--- config.mk ---
export PLATFORM = sky130hd
export DESIGN_NAME = data_sram_master
export DESIGN_NICKNAME = d
export VERILOG_FILES = /design/src/rtl/data_sram_master.sv
export SDC_FILE = /design/constraint.sdc
export NUM_CORES = 1
export LEC_CHECK = 0
export BUFFER_PORTS_ARGS = -buffer_cell sky130_fd_sc_hd__buf_2
export CAP_MARGIN = 20
export CORE_ASPECT_RATIO = 1.4
export CORE_MARGIN = 1.5
export CORE_UTILIZATION = 34
export DETAILED_ROUTE_END_ITERATION = 8
export PLACE_DENSITY = 0.61
export SLEW_MARGIN = 10
export SYNTH_ARGS = -nofsm -noshare
export SYNTH_HDL_FRONTEND = slang
export SYNTH_SLANG_ARGS = --single-unit
--- constraint.sdc ---
create_clock -name clk -period 1.95 [get_ports clk]
set_clock_uncertainty 0.05 [all_clocks]
set_input_delay 0.0975 -clock clk [delete_from_list [all_inputs] [get_ports clk]]
set_output_delay 0.0975 -clock clk [all_outputs]
set_load 0.1 [all_outputs]
--- src/rtl/data_sram_master.sv ---
// Pipeline-to-SRAM-like data bus master: one outstanding access.
// Optional misalignment trap: DATA_SRAM_MASTER_ADDR_CHECK_EN.
module data_sram_master #(
  parameter int unsigned TIMEOUT = 0
) (
  input  logic        clk,
  input  logic        rst,
  input  logic        mem_en,
  input  logic        mem_wr,
  input  logic [1:0]  mem_size,
  input  logic        mem_signed,
  input  logic [31:0] mem_addr,
  input  logic [31:0] mem_wdata,
  input  logic        flush,
  output logic [31:0] mem_rdata,
  output logic        mem_done,
  output logic        mem_stall,
  output logic        addr_err,
  output logic        bus_err,
  output logic        data_req,
  output logic        data_wr,
  output logic [1:0]  data_size,
  output logic [31:0] data_addr,
  output logic [31:0] data_wdata,
  input  logic [31:0] data_rdata,
  input  logic        data_addr_ok,
  input  logic        data_data_ok
);

  typedef enum logic [1:0] {
    IDLE, ADDR, DATA, DRAIN
  } state_t;

  localparam logic [31:0] TMO_LAST =
    (TIMEOUT == 0) ? 32'd0 : 32'(TIMEOUT - 1);

  state_t      state_q, state_d;
  logic        wr_q, wr_d;
  logic [1:0]  size_q, size_d;
  logic        sgn_q, sgn_d;
  logic [31:0] addr_q, addr_d;
  logic [31:0] wdata_q, wdata_d;
  logic [31:0] cnt_q, cnt_d;

  logic        misalign;
  logic        tmo;
  logic        done, aerr, berr;
  logic [31:0] shifted;
  logic [31:0] ld_data;

`ifdef DATA_SRAM_MASTER_ADDR_CHECK_EN
  assign misalign = (mem_size == 2'd1 && mem_addr[0]) ||
                    (mem_size[1] && mem_addr[1:0] != 2'd0);
`else
  assign misalign = 1'b0;
`endif

  assign tmo = (TIMEOUT != 0) && (cnt_q == TMO_LAST);

  // Next-state, capture of the access and completion strobes.
  always_comb begin
    state_d = state_q;
    wr_d    = wr_q;
    size_d  = size_q;
    sgn_d   = sgn_q;
    addr_d  = addr_q;
    wdata_d = wdata_q;
    cnt_d   = cnt_q;
    done    = 1'b0;
    aerr    = 1'b0;
    berr    = 1'b0;
    unique case (state_q)
      IDLE: begin
        if (mem_en && !flush) begin
          if (misalign) begin
            aerr = 1'b1;
          end else begin
            state_d = ADDR;
            wr_d    = mem_wr;
            size_d  = (mem_size == 2'd3) ? 2'd2 : mem_size;
            sgn_d   = mem_signed;
            addr_d  = mem_addr;
            cnt_d   = '0;
            unique case (mem_size)
              2'd0:    wdata_d = {4{mem_wdata[7:0]}};
              2'd1:    wdata_d = {2{mem_wdata[15:0]}};
              default: wdata_d = mem_wdata;
            endcase
          end
        end
      end
      ADDR: begin
        cnt_d = cnt_q + 32'd1;
        if (data_addr_ok && data_data_ok) begin
          state_d = IDLE;
          done    = mem_en && !flush;
        end else if (tmo) begin
          state_d = IDLE;
          berr    = mem_en && !flush;
        end else if (flush) begin
          state_d = data_addr_ok ? DRAIN : IDLE;
        end else if (data_addr_ok) begin
          state_d = DATA;
        end
      end
      DATA: begin
        cnt_d = cnt_q + 32'd1;
        if (data_data_ok) begin
          state_d = IDLE;
          done    = mem_en && !flush;
        end else if (tmo) begin
          state_d = IDLE;
          berr    = mem_en && !flush;
        end else if (flush) begin
          state_d = DRAIN;
        end
      end
      DRAIN: begin
        cnt_d = cnt_q + 32'd1;
        if (data_data_ok) begin
          state_d = IDLE;
        end else if (tmo) begin
          state_d = IDLE;
          berr    = 1'b1;
        end
      end
      default: state_d = IDLE;
    endcase
  end

  // State, access latches and watchdog counter.
  always_ff @(posedge clk or negedge rst) begin
    if (!rst) begin
      state_q <= IDLE;
      wr_q    <= 1'b0;
      size_q  <= 2'd0;
      sgn_q   <= 1'b0;
      addr_q  <= '0;
      wdata_q <= '0;
      cnt_q   <= '0;
    end else begin
      state_q <= state_d;
      wr_q    <= wr_d;
      size_q  <= size_d;
      sgn_q   <= sgn_d;
      addr_q  <= addr_d;
      wdata_q <= wdata_d;
      cnt_q   <= cnt_d;
    end
  end

  assign shifted = data_rdata >> {addr_q[1:0], 3'b000};

  // Lane-select and extend the returned load data.
  always_comb begin
    ld_data = data_rdata;
    unique case (size_q)
      2'd0:    ld_data = {{24{sgn_q & shifted[7]}}, shifted[7:0]};
      2'd1:    ld_data = {{16{sgn_q & shifted[15]}}, shifted[15:0]};
      default: ld_data = data_rdata;
    endcase
  end

  assign mem_done   = done;
  assign bus_err    = berr;
  assign addr_err   = aerr & rst;
  assign mem_rdata  = done ? ld_data : 32'd0;
  assign mem_stall  = rst & ((mem_en & ~done & ~addr_err & ~berr) |
                             (state_q == DRAIN));
  assign data_req   = (state_q == ADDR);
  assign data_wr    = wr_q;
  assign data_size  = size_q;
  assign data_addr  = addr_q;
  assign data_wdata = wdata_q;

endmodule

Word level (Yosys, flattened, before mapping) --
Index checks and enable logic that the tools add are counted.
Storage, ports and cells: word-level logic and storage cells 47, output and inout bits 104, input port bits 106, flip-flop bits (word level) 70
Cells by class: shift operators 1, muxes and demuxes 16, bitwise logic cells 6, eq/ne operators 10, reduce and logical (&&, ||, !) cells 8
Operator list (count):
- $pmux W32 S2 | 2
- $mux W32 | 1
- $shr A32 B5 Y16 | 1
- $mux W2 | 9
- $pmux W2 S4 | 1
- $eq A2 B1 Y1 const B | 3
- $eq A2 B2 Y1 const B | 3
- $logic_not A2 Y1 | 3
- $and A1 B1 Y1 | 4
- $ne A2 B2 Y1 const B | 2
- $ne A4 B2 Y1 const B | 1
- $reduce_and A4 Y1 | 1
- $ne A3 B3 Y1 const B | 1
- $logic_and A1 B1 Y1 | 2
- $mux W1 | 2
- $pmux W1 S2 | 1
- $reduce_and A2 Y1 | 1
- $logic_not A1 Y1 | 1
- $not A1 Y1 | 1
- $or A1 B1 Y1 | 1

Longest topological paths before layout --
depth after elaboration 8, depth in mapped cells 8, depth with buffers taken out 6

Worst setup path after synthesis --
No wires, ideal clock.
path type flip-flop to output port, start point register state_q[0], end point output port mem_rdata[15], cell stages (with the launch flop) 8, arrival time 4.079 ns, path buffers 1, setup slack -2.277 ns, data required time 1.803 ns, path through dfrtp_1 inv_1 ha_1 o2111ai_1 inv_1 buf_2 o21ai_1 o31ai_1
On the way: word-level cells in the longest chain between the ends 3, elaborated cells between the ends (all ways) 4, those cells by class eq/ne: 2; mux: 2
Ends and longest elaborated chain:
- from (decl) | RTL line 37 | state_t state_q, state_d;
- from (signal assigned) | RTL line 142 | state_q <= state_d;
- $eq A2 B2 Y1 / $eq A2 B1 Y1 (equally long branches) | RTL line 72 | unique case (state_q)
- $pmux W1 S2 * | RTL line 72
- via mem_done | RTL line 16 | output logic mem_done,
- $mux W32 * | RTL line 167 | assign mem_rdata = done ? ld_data : 32'd0;
- to (decl) | RTL line 15 | output logic [31:0] mem_rdata,
The timed path passes the listed nets; every way through them passes the cells marked *.

Worst setup path in the final report --
start point register addr_q[1], in the netlist data_addr[1], end point output port mem_rdata[28]
On the way: word-level cells in the longest chain between the ends 4, elaborated cells between the ends (all ways) 5, those cells by class shift: 1; mux: 2; bitwise: 2
Ends and longest elaborated chain:
- from (decl) | RTL line 41 | logic [31:0] addr_q, addr_d;
- from (signal assigned) | RTL line 146 | addr_q <= addr_d;
- $shr A32 B5 Y16 * | RTL line 152 | assign shifted = data_rdata >> {addr_q[1:0], 3'b000};
- $and A1 B1 Y1 (on tied branches) | RTL line 159, 158
- $pmux W32 S2 * | RTL line 157 | unique case (size_q)
- $mux W32 * | RTL line 167
Every way passes the cells marked *; elsewhere a longest branch is shown, timed or not.

==> impl_metrics.env <==
export IMPL_crit_path_max_incr_delay_ns=0.51
export IMPL_cts_buffer_depth=2
export IMPL_syn_area_mm2=0.003767
export IMPL_synth_seq_cells=70
export IMPL_ys_seq_area_share_pct=46.50
export IMPL_routed_via_count=3795
export IMPL_drtPass1Iterations=5
export IMPL_critical_path_class="register to primary output"
export IMPL_synth_top_family_by_area="multiplexers"
export IMPL_ys_types=37
export IMPL_crit_fanout=8
export IMPL_wl_um=13150
export IMPL_violations="setup timing"
export IMPL_cp_buffers_inverters=1
export IMPL_drt_iter0_drc=80
export IMPL_outcome="finished with violations"
export IMPL_cts_tree="yes"
export IMPL_hold_path_class="primary input to register"
export IMPL_hold_viol_final=0
export IMPL_grt_pass1_wl_um=20620
export IMPL_synth_top_area_cell="dfrtp_1"
export IMPL_layout_nets=722
export IMPL_synth_edf_count=0
export IMPL_cts_htree_levels=3
export IMPL_ios=210
export IMPL_synth_mux_area_share_pct=21.16
export IMPL_grt_total_usage_pct=22.65
export IMPL_worstMarginPinSlew_ns=0.8737
export IMPL_rows=45
export IMPL_core_mm2=0.01081
export IMPL_die_width_um=91.97
export IMPL_crit_required_ns=1.80
export IMPL_tns_ns=-8.746
export IMPL_slew_viol_final=0
export IMPL_drc_errors=0
export IMPL_yosysWarnings=0
export IMPL_grt_max_degree=71
export IMPL_max_freq_ghz=0.4283
export IMPL_die_area_mm2=0.01173
export IMPL_crit_chain="mux4_2 -> nor2b_4 -> o311a_4 -> a21o_4 -> buf_12"
export IMPL_synth_top_flop_cell="dfrtp_1"
export IMPL_slew_headroom_pct=41.75
export IMPL_multi_input_area_mm2=0.002302
export IMPL_finalCriticalPeriod_ns=2.335
export IMPL_drive_gt1_share_pct=58.44
export IMPL_synth_top_area_share_pct=46.50
export IMPL_n_antenna_cell=0
export IMPL_grt_pass1_vias=4048
export IMPL_postRouteAntennaNets=0
export IMPL_critPathArrivalTime_ns=2.19
export IMPL_synthAdderAreaFrac_pct=1.661
export IMPL_finalSetupViolCount=31
export IMPL_synthArstFlopShare_pct=100.0
export IMPL_rsz0062_at_grt="true"
export IMPL_synth_simple_area_share_pct=9.266
export IMPL_cts_root_buf="clkbuf_16"
export IMPL_grt_overflow=0
export IMPL_regArea_mm2=0.001763
export IMPL_synth_cells=353
export IMPL_dieHeight_um=127.6
export IMPL_nFillCells=899
export IMPL_synth_common_cells="dfrtp_1 (70), mux2_2 (43), nand2_1 (32), o21ai_0 (32), mux2i_1 (29)"
export IMPL_clkSinkCount=70
export IMPL_synth_compound_area_share_pct=17.37
export IMPL_gp_congestion=0.9218
export IMPL_max_cap_viol_count=0
export IMPL_cp_slowest_cell="mux4_2"
export IMPL_layout_setup_ws_ns=-0.3847
export IMPL_worstSetupEndpointType="primary output"
export IMPL_synth_avg_cell_area_um2=10.67
export IMPL_post_route_period_util_pct=119.7
export IMPL_cts_buffers=9
export IMPL_wire_per_inst_um=17.37
export IMPL_synth_xor_area_share_pct=0
export IMPL_grt_antenna_before_repair=0
export IMPL_portBuffers=207
export IMPL_dp_final_hpwl_um=9601
export IMPL_synth_area_leaders="dfrtp_1 (46%), mux2_2 (13%), mux2i_1 (7.7%)"
export IMPL_synth_most_common_cell="dfrtp_1"
export IMPL_clk_latency_ns=0.32
export IMPL_area_delta_synth_final_pct=81.34
export IMPL_vias_per_cell=5.013
export IMPL_initial_core_util_pct=34.85
export IMPL_crit_family="compound AO/OA/AOI/OAI gates"
export IMPL_clk_pin_slew_worst_paths_ns=0.06
export IMPL_startpoint_type="register"
-- sequential cells by signal, indices dropped and copies added, names as in the netlist --
signal,cells
data_addr,32
data_wdata,32
data_size,2
state_q,2
data_wr,1
sgn_q,1
-- metal layers --
metal	up-vias	track usage [%]	routed length (um)
li1	1777	-	-
met1	1802	23.34	4634
met2	189	42.14	7021
met3	27	6.607	1112
met4	0	9.593	384
met5	-	0	0
-- cell usage in the layout, fill, tap and decap left out, types with 3 or more instances in the layout --
cell,count
o21ai_0,25
a31oi_1,6
bufinv_16,3
buf_2,171
dfrtp_1,65
buf_4,24
nor2b_1,3
clkbuf_16,9
a21oi_1,12
o221a_4,7
mux2_2,43
a2bb2oi_1,11
nand2_1,31
buf_12,39
ha_4,3
dlygate4sd3_1,35
mux2i_1,28
dfrtp_2,3
a21o_4,16
o21ai_4,8
nor2_1,18
nand2b_1,10
-- through the flow --
step / hold WS (ns) / setup WS [ns] / utilization (%) / cells / area [um2]
finish: 0.01084 / -0.3847 / 63.19 / 757 / 6832
global route: 0.008760 / -0.4394 / 63.19 / 757 / 6832
CTS: 0.004475 / -0.3971 / 62.78 / 757 / 6787
detailed placement: 0.2831 / -0.1238 / 54.32 / 700 / 5872
global placement: 0.2789 / -0.1021 / 54.32 / 700 / 5872
floorplan: -0.2481 / -0.4115 / - / 354 / 4046
-- worst paths after layout --
kind,startpoint,cells after the start,slack (ns),end
max,data_addr[1]$_DFFE_PN0P_,5,-0.38,mem_rdata[28]
min,mem_addr[20],2,0.01,data_addr[20]$_DFFE_PN0P_
max reg2reg,state_q[1]$_DFFE_PN0P_,9,0.05,state_q[0]$_DFFE_PN0P_
min reg2reg,data_wdata[18]$_DFFE_PN0P_,2,0.42,data_wdata[18]$_DFFE_PN0P_
max in group asynchronous,rst,3,0.73,data_addr[0]$_DFFE_PN0P_
min in group asynchronous,rst,3,0.47,data_wdata[9]$_DFFE_PN0P_
-- timing repair --
item | CTS | global route
setup endpoints to repair | 32 | 36
setup buffers | 5 | 2
gates cloned | 1 | 0
hold buffers | 35 | 0
hold endpoints to repair | 71 | 0
pin swaps | 1 | 2
resized for setup | 23 | 16
-- cell type report --
class | instances | area share [%]
clock buffer | 11 | 3.553
clock inverter | 5 | 1.557
inverter | 5 | 0.3114
multi-input combinational | 252 | 33.70
sequential | 70 | 25.81
tap | 141 | 2.582
timing repair buffer | 273 | 32.49
-- worst register-to-register path: stages (launching register included) --
cell and delay [ns]:
dfrtp_2 0.40, inv_2 0.07, buf_4 0.13, buf_4 0.12
buf_4 0.14, ha_4 0.16, nand2b_1 0.10, a21oi_2 0.07
a221oi_2 0.28, mux2i_1 0.29
-- kinds of logic (layout without fill, tap and decap cells) --
| group | Yosys count | in the layout |
|---|---|---|
| and+or+nand+nor | 75 | 75 |
| AOI/OAI and AO/OA | 96 | 97 |
| other | 1 | 2 |
| adders and majority gates | 5 | 5 |
| muxes | 73 | 73 |
| buffers and inverters | 33 | 294 |
| DFF | 70 | 70 |
Power is not shown: default switching activity piles up to over one toggle a cycle in this logic, so the estimate is an artifact.
